$ cat config.mk
export PLATFORM = sky130hd
export DESIGN_NAME = com_io_ctrl
export DESIGN_NICKNAME = d
export VERILOG_FILES = /design/src/rtl/com_io_ctrl.sv
export SDC_FILE = /design/constraint.sdc
export NUM_CORES = 1
export LEC_CHECK = 0
export ABC_CLOCK_PERIOD_IN_PS = 3000
export BUFFER_PORTS_ARGS = -buffer_cell sky130_fd_sc_hd__buf_2
export CAP_MARGIN = 15
export CORE_MARGIN = 4
export CORE_UTILIZATION = 27
export CTS_CLUSTER_SIZE = 30
export DETAILED_ROUTE_END_ITERATION = 10
export GPL_ROUTABILITY_DRIVEN = 0
export SETUP_SLACK_MARGIN = 0.3
export SYNTH_ARGS = -nofsm -noshare
export SYNTH_HDL_FRONTEND = slang
export SYNTH_SLANG_ARGS = --single-unit
$ cat constraint.sdc
create_clock -name clk -period 3 [get_ports clk]
set_clock_uncertainty 0.15 [all_clocks]
set_input_delay 0.15 -clock clk [delete_from_list [all_inputs] [get_ports clk]]
set_output_delay 0.15 -clock clk [all_outputs]
set_load 0.01 [all_outputs]
$ cat src/rtl/com_io_ctrl.sv
// -----------------------------------------------------------------------------
// com_io_ctrl
// Host-side I/O sequencer for the multi-core processor top level.
//   IDLE   : waits for the host to open a load session.
//   LOAD   : writes each host word into data memory at consecutive addresses.
//   RUN    : pulses cores_start once, then waits for cores_done.
//   UNLOAD : reads OUT_LEN words starting at OUT_BASE and streams them back
//            to the host on com_data_out with output_write_start/done.
//
// Optional build macro COM_CHECKSUM_EN: appends one extra output word, the
// modulo-2^DATA_W sum of every word actually written during LOAD, and moves
// output_write_done onto that word.
//
// Ports:
//   clk                 in   system clock
//   reset               in   synchronous, active-high reset
//   com_data_in         in   host load word
//   data_write_start    in   host load session active
//   data_write_done     in   current word is the final load word
//   mem_addr            out  data-memory address
//   mem_wdata           out  data-memory write data
//   mem_we              out  data-memory write enable
//   mem_rdata           in   data-memory read data (1-cycle read latency)
//   cores_start         out  one-cycle pulse releasing the cores
//   cores_done          in   level, all cores halted
//   state               out  0 IDLE, 1 LOAD, 2 RUN, 3 UNLOAD
//   com_data_out        out  result word to host
//   output_write_start  out  com_data_out valid this cycle
//   output_write_done   out  high with the final output word
//   load_overflow       out  sticky: load exceeded memory depth
// All outputs are registered.
// -----------------------------------------------------------------------------
module com_io_ctrl #(
  parameter int DATA_W   = 16,
  parameter int ADDR_W   = 12,
  parameter int OUT_BASE = 0,
  parameter int OUT_LEN  = 16
) (
  input  logic              clk,
  input  logic              reset,
  input  logic [DATA_W-1:0] com_data_in,
  input  logic              data_write_start,
  input  logic              data_write_done,
  output logic [ADDR_W-1:0] mem_addr,
  output logic [DATA_W-1:0] mem_wdata,
  output logic              mem_we,
  input  logic [DATA_W-1:0] mem_rdata,
  output logic              cores_start,
  input  logic              cores_done,
  output logic [1:0]        state,
  output logic [DATA_W-1:0] com_data_out,
  output logic              output_write_start,
  output logic              output_write_done,
  output logic              load_overflow
);

  typedef enum logic [1:0] {
    ST_IDLE   = 2'd0,
    ST_LOAD   = 2'd1,
    ST_RUN    = 2'd2,
    ST_UNLOAD = 2'd3
  } state_e;

  // Counters carry one extra bit so a full 2^ADDR_W window is representable.
  localparam logic [ADDR_W:0]   C_OUT_LEN  = (ADDR_W+1)'(OUT_LEN);
  localparam logic [ADDR_W:0]   C_LAST_IDX = (ADDR_W+1)'(OUT_LEN - 1);
  localparam logic [ADDR_W-1:0] C_OUT_BASE = ADDR_W'(OUT_BASE);

  state_e              r_state;
  state_e              w_state_nxt;

  logic [ADDR_W:0]     r_load_cnt;
  logic [ADDR_W:0]     w_cnt_cur;
  logic                w_load_word;
  logic                w_load_drop;
  logic                w_load_wr;

  logic [ADDR_W:0]     r_rd_idx;
  logic                w_rd_issue;
  logic                r_rd_pend;   // read address on the bus this cycle
  logic                r_rd_last;   // ... and it is the last one
  logic                r_dv;        // mem_rdata valid this cycle
  logic                r_dv_last;   // ... and it is the last window word

  logic [ADDR_W-1:0]   r_mem_addr;
  logic [DATA_W-1:0]   r_mem_wdata;
  logic                r_mem_we;
  logic                r_cores_start;
  logic [DATA_W-1:0]   r_com_data_out;
  logic                r_ows;
  logic                r_owd;
  logic                r_load_overflow;

`ifdef COM_CHECKSUM_EN
  logic [DATA_W-1:0]   r_csum;
  logic                r_ck_pend;   // checksum word goes out next
`endif

  // ---------------------------------------------------------------------------
  // Next-state and per-cycle control decode
  // ---------------------------------------------------------------------------
  // NOTE: every signal gets a default before the case so no latch is inferred.
  always_comb begin
    w_state_nxt = r_state;
    w_load_word = 1'b0;
    case (r_state)
      ST_IDLE: begin
        if (data_write_start) begin
          w_load_word = 1'b1;
          w_state_nxt = data_write_done ? ST_RUN : ST_LOAD;
        end
      end
      ST_LOAD: begin
        if (data_write_start || data_write_done) begin
          w_load_word = 1'b1;
          if (data_write_done) w_state_nxt = ST_RUN;
        end
      end
      ST_RUN: begin
        // The pulse cycle itself never counts as a completion sample.
        if (cores_done && !r_cores_start) w_state_nxt = ST_UNLOAD;
      end
      ST_UNLOAD: begin
        if (r_owd) w_state_nxt = ST_IDLE;
      end
      default: w_state_nxt = ST_IDLE;
    endcase
  end

  // A new session restarts addressing at 0 regardless of the stale counter.
  assign w_cnt_cur   = (r_state == ST_IDLE) ? '0 : r_load_cnt;
  assign w_load_drop = w_load_word && w_cnt_cur[ADDR_W];
  assign w_load_wr   = w_load_word && !w_cnt_cur[ADDR_W];

  // First read goes out on the RUN->UNLOAD edge so the stream has no bubble.
  assign w_rd_issue  = ((r_state == ST_RUN) && (w_state_nxt == ST_UNLOAD)) ||
                       ((r_state == ST_UNLOAD) && (r_rd_idx != C_OUT_LEN));

  // ---------------------------------------------------------------------------
  // Registers
  // ---------------------------------------------------------------------------
  // NOTE: sequential state uses non-blocking assignments so every register
  // samples the pre-edge values, independent of statement order.
  always_ff @(posedge clk) begin
    if (reset) begin
      r_state         <= ST_IDLE;
      r_load_cnt      <= '0;
      r_rd_idx        <= '0;
      r_rd_pend       <= 1'b0;
      r_rd_last       <= 1'b0;
      r_dv            <= 1'b0;
      r_dv_last       <= 1'b0;
      r_mem_addr      <= '0;
      r_mem_wdata     <= '0;
      r_mem_we        <= 1'b0;
      r_cores_start   <= 1'b0;
      r_com_data_out  <= '0;
      r_ows           <= 1'b0;
      r_owd           <= 1'b0;
      r_load_overflow <= 1'b0;
`ifdef COM_CHECKSUM_EN
      r_csum          <= '0;
      r_ck_pend       <= 1'b0;
`endif
    end else begin
      r_state       <= w_state_nxt;
      r_mem_we      <= w_load_wr;
      r_cores_start <= (w_state_nxt == ST_RUN) && (r_state != ST_RUN);

      // Load side: counter saturates at 2^ADDR_W, after which words drop.
      if (w_load_wr) begin
        r_mem_addr  <= w_cnt_cur[ADDR_W-1:0];
        r_mem_wdata <= com_data_in;
        r_load_cnt  <= w_cnt_cur + 1'b1;
      end else if (w_rd_issue) begin
        r_mem_addr  <= C_OUT_BASE + r_rd_idx[ADDR_W-1:0];
      end
      if (w_load_drop) r_load_overflow <= 1'b1;

`ifdef COM_CHECKSUM_EN
      if (w_load_wr)
        r_csum <= ((r_state == ST_IDLE) ? '0 : r_csum) + com_data_in;
`endif

      // Unload read pipeline: issue -> data valid -> registered output.
      if (w_rd_issue)                r_rd_idx <= r_rd_idx + 1'b1;
      else if (r_state != ST_UNLOAD) r_rd_idx <= '0;
      r_rd_pend <= w_rd_issue;
      r_rd_last <= w_rd_issue && (r_rd_idx == C_LAST_IDX);
      r_dv      <= r_rd_pend;
      r_dv_last <= r_rd_pend && r_rd_last;

`ifdef COM_CHECKSUM_EN
      r_ck_pend <= r_dv && r_dv_last;
      if (r_dv) begin
        r_com_data_out <= mem_rdata;
        r_ows          <= 1'b1;
        r_owd          <= 1'b0;
      end else if (r_ck_pend) begin
        r_com_data_out <= r_csum;
        r_ows          <= 1'b1;
        r_owd          <= 1'b1;
      end else begin
        r_ows          <= 1'b0;
        r_owd          <= 1'b0;
      end
`else
      if (r_dv) begin
        r_com_data_out <= mem_rdata;
        r_ows          <= 1'b1;
        r_owd          <= r_dv_last;
      end else begin
        r_ows          <= 1'b0;
        r_owd          <= 1'b0;
      end
`endif
    end
  end

  assign state              = r_state;
  assign mem_addr           = r_mem_addr;
  assign mem_wdata          = r_mem_wdata;
  assign mem_we             = r_mem_we;
  assign cores_start        = r_cores_start;
  assign com_data_out       = r_com_data_out;
  assign output_write_start = r_ows;
  assign output_write_done  = r_owd;
  assign load_overflow      = r_load_overflow;

endmodule

* Word level (Yosys, flattened, before mapping) *
Index checks and enable logic that the tools add are counted.
W data, S select, Z words.

storage, ports and cells
  register bits = 81
  input bits = 37
  word-level logic and storage cells = 59

cells by class
  add/sub/neg operators = 2
  eq/ne operators = 9
  multiplexer cells = 16
  bitwise logic cells = 1
  reductions and logical operators = 16

operators by type and width
  kind                     count
  $mux W13                 3
  $add A13 B1 Y13 const B  2
  $mux W12                 2
  $eq A13 B4 Y1 const B    1
  $ne A13 B5 Y1 const B    1
  $mux W2                  6
  $eq A2 B2 Y1 const B     4
  $logic_and A1 B1 Y1      8
  $pmux W2 S4              1
  $ne A2 B2 Y1 const B     2
  $reduce_bool A2 Y1       2
  $mux W1                  3
  $eq A2 B1 Y1 const B     1
  $logic_not A1 Y1         2
  $logic_not A2 Y1         1
  $logic_or A1 B1 Y1       2
  $pmux W1 S2              1
  $reduce_or A2 Y1         1
  $not A1 Y1               1

* Longest topological paths before layout *
  depth in word-level cells = 9
  mapped depth = 8
  gate-level depth less buffers = 7

* Least setup slack after synthesis *
No wires, ideal clock.

  kind = register to register
  start point = register r_state[0] (netlist: state[0])
  end point = register r_load_cnt[10]
  arrival time = 1.987 ns
  data required time = 2.729 ns
  path slack = 0.743 ns
  cell stages (with the launch flop) = 9
  path buffers = 1
  period minus slack after synthesis = 2.257 ns
  cell sequence = dfxtp_1 buf_2 or2_2 and2_1 ha_1 nand3_1 nor4_2 nand4_1 mux2_2

between the ends
  word-level cells in the longest chain between the ends = 4

RTL lines
  element                                                  RTL line  RTL
  start: declaration                                       69        state_e r_state;
  start signal: assignment                                 166       r_state <= w_state_nxt;
  branches (longest 4 deep; another with $add A13 B1 Y13)  -
  end signal: assignment                                   174       r_load_cnt <= w_cnt_cur + 1'b1;
  end: declaration                                         72        logic [ADDR_W:0] r_load_cnt;

Parallel ways; which one is timed is not known.
A chain may end at the register's enable or synchronous reset.

* Worst setup path after layout *
Ends and elaborated chain as after synthesis.

==> flow_summary.yaml <==
route:
  drt_iter0_markers: 185
  wl_per_cell_um: 13.8
  drt-pass1-iter-count: 4
  ant_nets: 0
  drc: 0
  wirelength_um: 9290
  vias: 3228
  vias_per_cell: 4.78
critical_path:
  required_ps: 3080
  reg2regPathDepth: 7
  cp_max_fo: 13
  crit_type: "flop to flop"
  crit_start: "state[0]$_SDFF_PP0_"
  crit_end: "r_load_cnt[10]$_SDFFE_PP0N_"
  arrival_ps: 2370
  r2r_start: "state[0]$_SDFF_PP0_"
  r2r-end: "r_load_cnt[10]$_SDFFE_PP0N_"
  r2r_slack_ps: 710
  endpoint_kind: "flop"
  critPathLaunchType: "flop"
die:
  fp.coreArea_um2: 12200
  die-area_um2: 14600
  initial_utilization_pct: 28.1
  num_io_pins: 88
  die_h_um: 121
  die_x_um: 121
  num_rows: 40
run:
  maxCapViolCount: 0
synth:
  syn-mean-instance-area_um2: 8.73
  ys_types: 48
  synth_seq_cells: 81
  yosys_warnings: 0
  syn_area_um2: 3430
  netlist.area_leader.share_pct: 47.2
  synth_area_leaders: "dfxtp_1 (47%), nand2_1 (6.1%), a21oi_1 (5.8%)"
  post-synth-top-count-cell: "dfxtp_1"
  ys_seq_area_share_pct: 47.2
  async_flop_share_pct: 0
  synth_fp_nets: 433
  synth_largest_area_cell: "dfxtp_1"
  synth_common_cells: "dfxtp_1 (81), nand2_1 (56), a21oi_1 (40)"
  synth_edf_count: 0
  netlist_instances: 393
  synth_ff_type: "dfxtp_1"
sta:
  tightest_slew_ps: 884
  tns_ps: 0
  slew_viol_final: 0
  layout_min_cycle_time_ps: 2290
  hold_viol: 0
  setup_ws_ps: 710
  max_freq_ghz: 0.437
  slew_headroom_pct: 41.0
  rsz0062_at_grt: "no"
  setup_viol: 0
  fin_crit_sh_pct: 76.3
placement:
  dp_slack_ps: 733
  dpl.hpwl_um: 6340
  io_buffers: 87
clock_tree:
  h-tree-depth: 3
  clk_latency_ps: 340
  clkSlewWorstSetupHoldPaths_ps: 60
  cts_buffer_depth: 2
  cts_tree: "yes"
  clock-root-buffer: "clkbuf_16"
  cts_made_buffers: 9
  cts_sinks: 81
cells_and_area:
  layout-drive-gt1-share_pct: 24.3
  flow.area_growth_from_synthesis_pct: 35.7
  multi_input_area_um2: 1670
  n_fill_cell: 1234
  regArea_um2: 1620
  layout.nets: 542
  n_antenna_cell: 0
global_route:
  grt_use_total_pct: 13.1
  antenna_found_initial: 0
  grt_max_degree: 46
  grt_pass1_wl_um: 15300
  grt_pass1_vias: 3087
  grt.overflow.total: 0
worst_hold_path:
  whs_path_depth: 4
  hold_class: "input pin to flop"
power:
  p_per_area_nw_per_um2: 551
  ir_drop_v: 0.000210
  p_leak_nw: 1.87
outcome:
  outcome: "finished clean"
## power by group
part	switching [mW]	total (mW)	internal [mW]	leakage [nW]
Sequential	0.0242	1.14	1.11	0.659
Clock	0.449	1.14	0.694	0.152
Combinational	0.155	0.284	0.129	1.06
## how the worst min path moves through the flow
| stage | endpoint | slack, ps | start |
|---|---|---|---|
| 3_5_place_dp | com_data_out[3]$_SDFFE_PP0P_ | 250 | mem_rdata[3] |
| 3_3_place_gp | com_data_out[3]$_SDFFE_PP0P_ | 240 | mem_rdata[3] |
| 6_report | state[0]$_SDFF_PP0_ | 40 | data_write_done |
| 4_1_cts | state[0]$_SDFF_PP0_ | 20 | data_write_done |
| 2_1_floorplan | output_write_start$_SDFF_PP0_ | 80 | reset |
| 5_1_grt | state[0]$_SDFF_PP0_ | 60 | data_write_done |
## area by class of cell
cell class | count | area share, %
clock buffers | 11 | 5.43
clock inverters | 5 | 1.37
inverters | 6 | 0.483
multi-input cells | 277 | 35.9
flip-flops and latches | 81 | 34.8
well taps | 168 | 4.51
repair buffers | 127 | 17.5
## state kept, by name, indices dropped and copies added (netlist names)
register	cells
com_data_out	16
cores_start	1
load_overflow	1
mem_addr	12
mem_wdata	16
mem_we	1
output_write_done	1
output_write_start	1
r_dv	1
r_dv_last	1
r_load_cnt	13
r_rd_idx	13
r_rd_last	1
r_rd_pend	1
state	2
## timing repair
| item | CTS | global route |
|---|---|---|
| hold endpoints to repair | 32 | 0 |
| setup buffers | 0 | 0 |
| setup endpoints to repair | 0 | 0 |
| hold buffers | 32 | 0 |
| gates resized for setup | 0 | 0 |
## routing by layer
layer | vias to the layer above | wire length, µm | global-route usage, %
li1 | 1603 | - | -
met1 | 1522 | 4190 | 16.3
met2 | 86 | 4390 | 21.3
met3 | 17 | 522 | 3.51
met4 | 0 | 189 | 5.59
met5 | - | 0 | 0
## critical path, cell delays in order, from the launching register on
cell	delay, ps
dfxtp_1	390
or2_2	260
and2_1	200
ha_1	180
nand3_1	130
nor4_2	410
nand4_1	160
mux2_2	290
## stage by stage
stage,util (%),hold WS (ps),std cells,instance area (µm²),power [mW]
after global routing,38.1,56.2,675,4660,2.68
final,38.1,35.4,675,4660,2.57
after global placement,32.9,238,627,4020,1.41
after detailed placement,32.9,246,627,4020,1.41
after CTS,38.1,18.6,675,4660,2.61
after floorplan,-,79.1,393,3430,1.31
## placed cells by master, fill, tap and decap left out, types with 3 or more instances in the layout
| cell type | netlist | routed |
|---|---|---|
| nand3_1 | 16 | 16 |
| o21a_1 | 4 | 4 |
| buf_2 | 6 | 87 |
| dfxtp_1 | 81 | 81 |
| clkinv_4 | 0 | 3 |
| or4_1 | 3 | 3 |
| o21ai_0 | 9 | 9 |
| a211o_1 | 7 | 7 |
| a21oi_1 | 40 | 40 |
| or3_1 | 4 | 4 |
| and2_1 | 6 | 6 |
| a21o_1 | 3 | 3 |
| xnor2_1 | 7 | 7 |
| nand4_1 | 9 | 9 |
| inv_1 | 6 | 6 |
| nor4_1 | 3 | 3 |
| nand2_1 | 56 | 56 |
| dlygate4sd3_1 | 0 | 32 |
| ha_1 | 3 | 3 |
| and3_1 | 5 | 5 |
| nor2_1 | 32 | 32 |
| nor2b_1 | 5 | 5 |
| buf_4 | 0 | 8 |
| mux2i_1 | 16 | 16 |
| o311a_1 | 7 | 7 |
| nor3_1 | 11 | 11 |
| clkbuf_16 | 0 | 9 |
## cell families after synthesis
kind of cell	synth area share [%]
compound gates	15.3
xor+xnor	2.30
fa+ha+maj	1.09
buf+inv	4.05
flops	47.2
mux	5.65
simple gates	24.3
(Power assumes the default switching activity.)
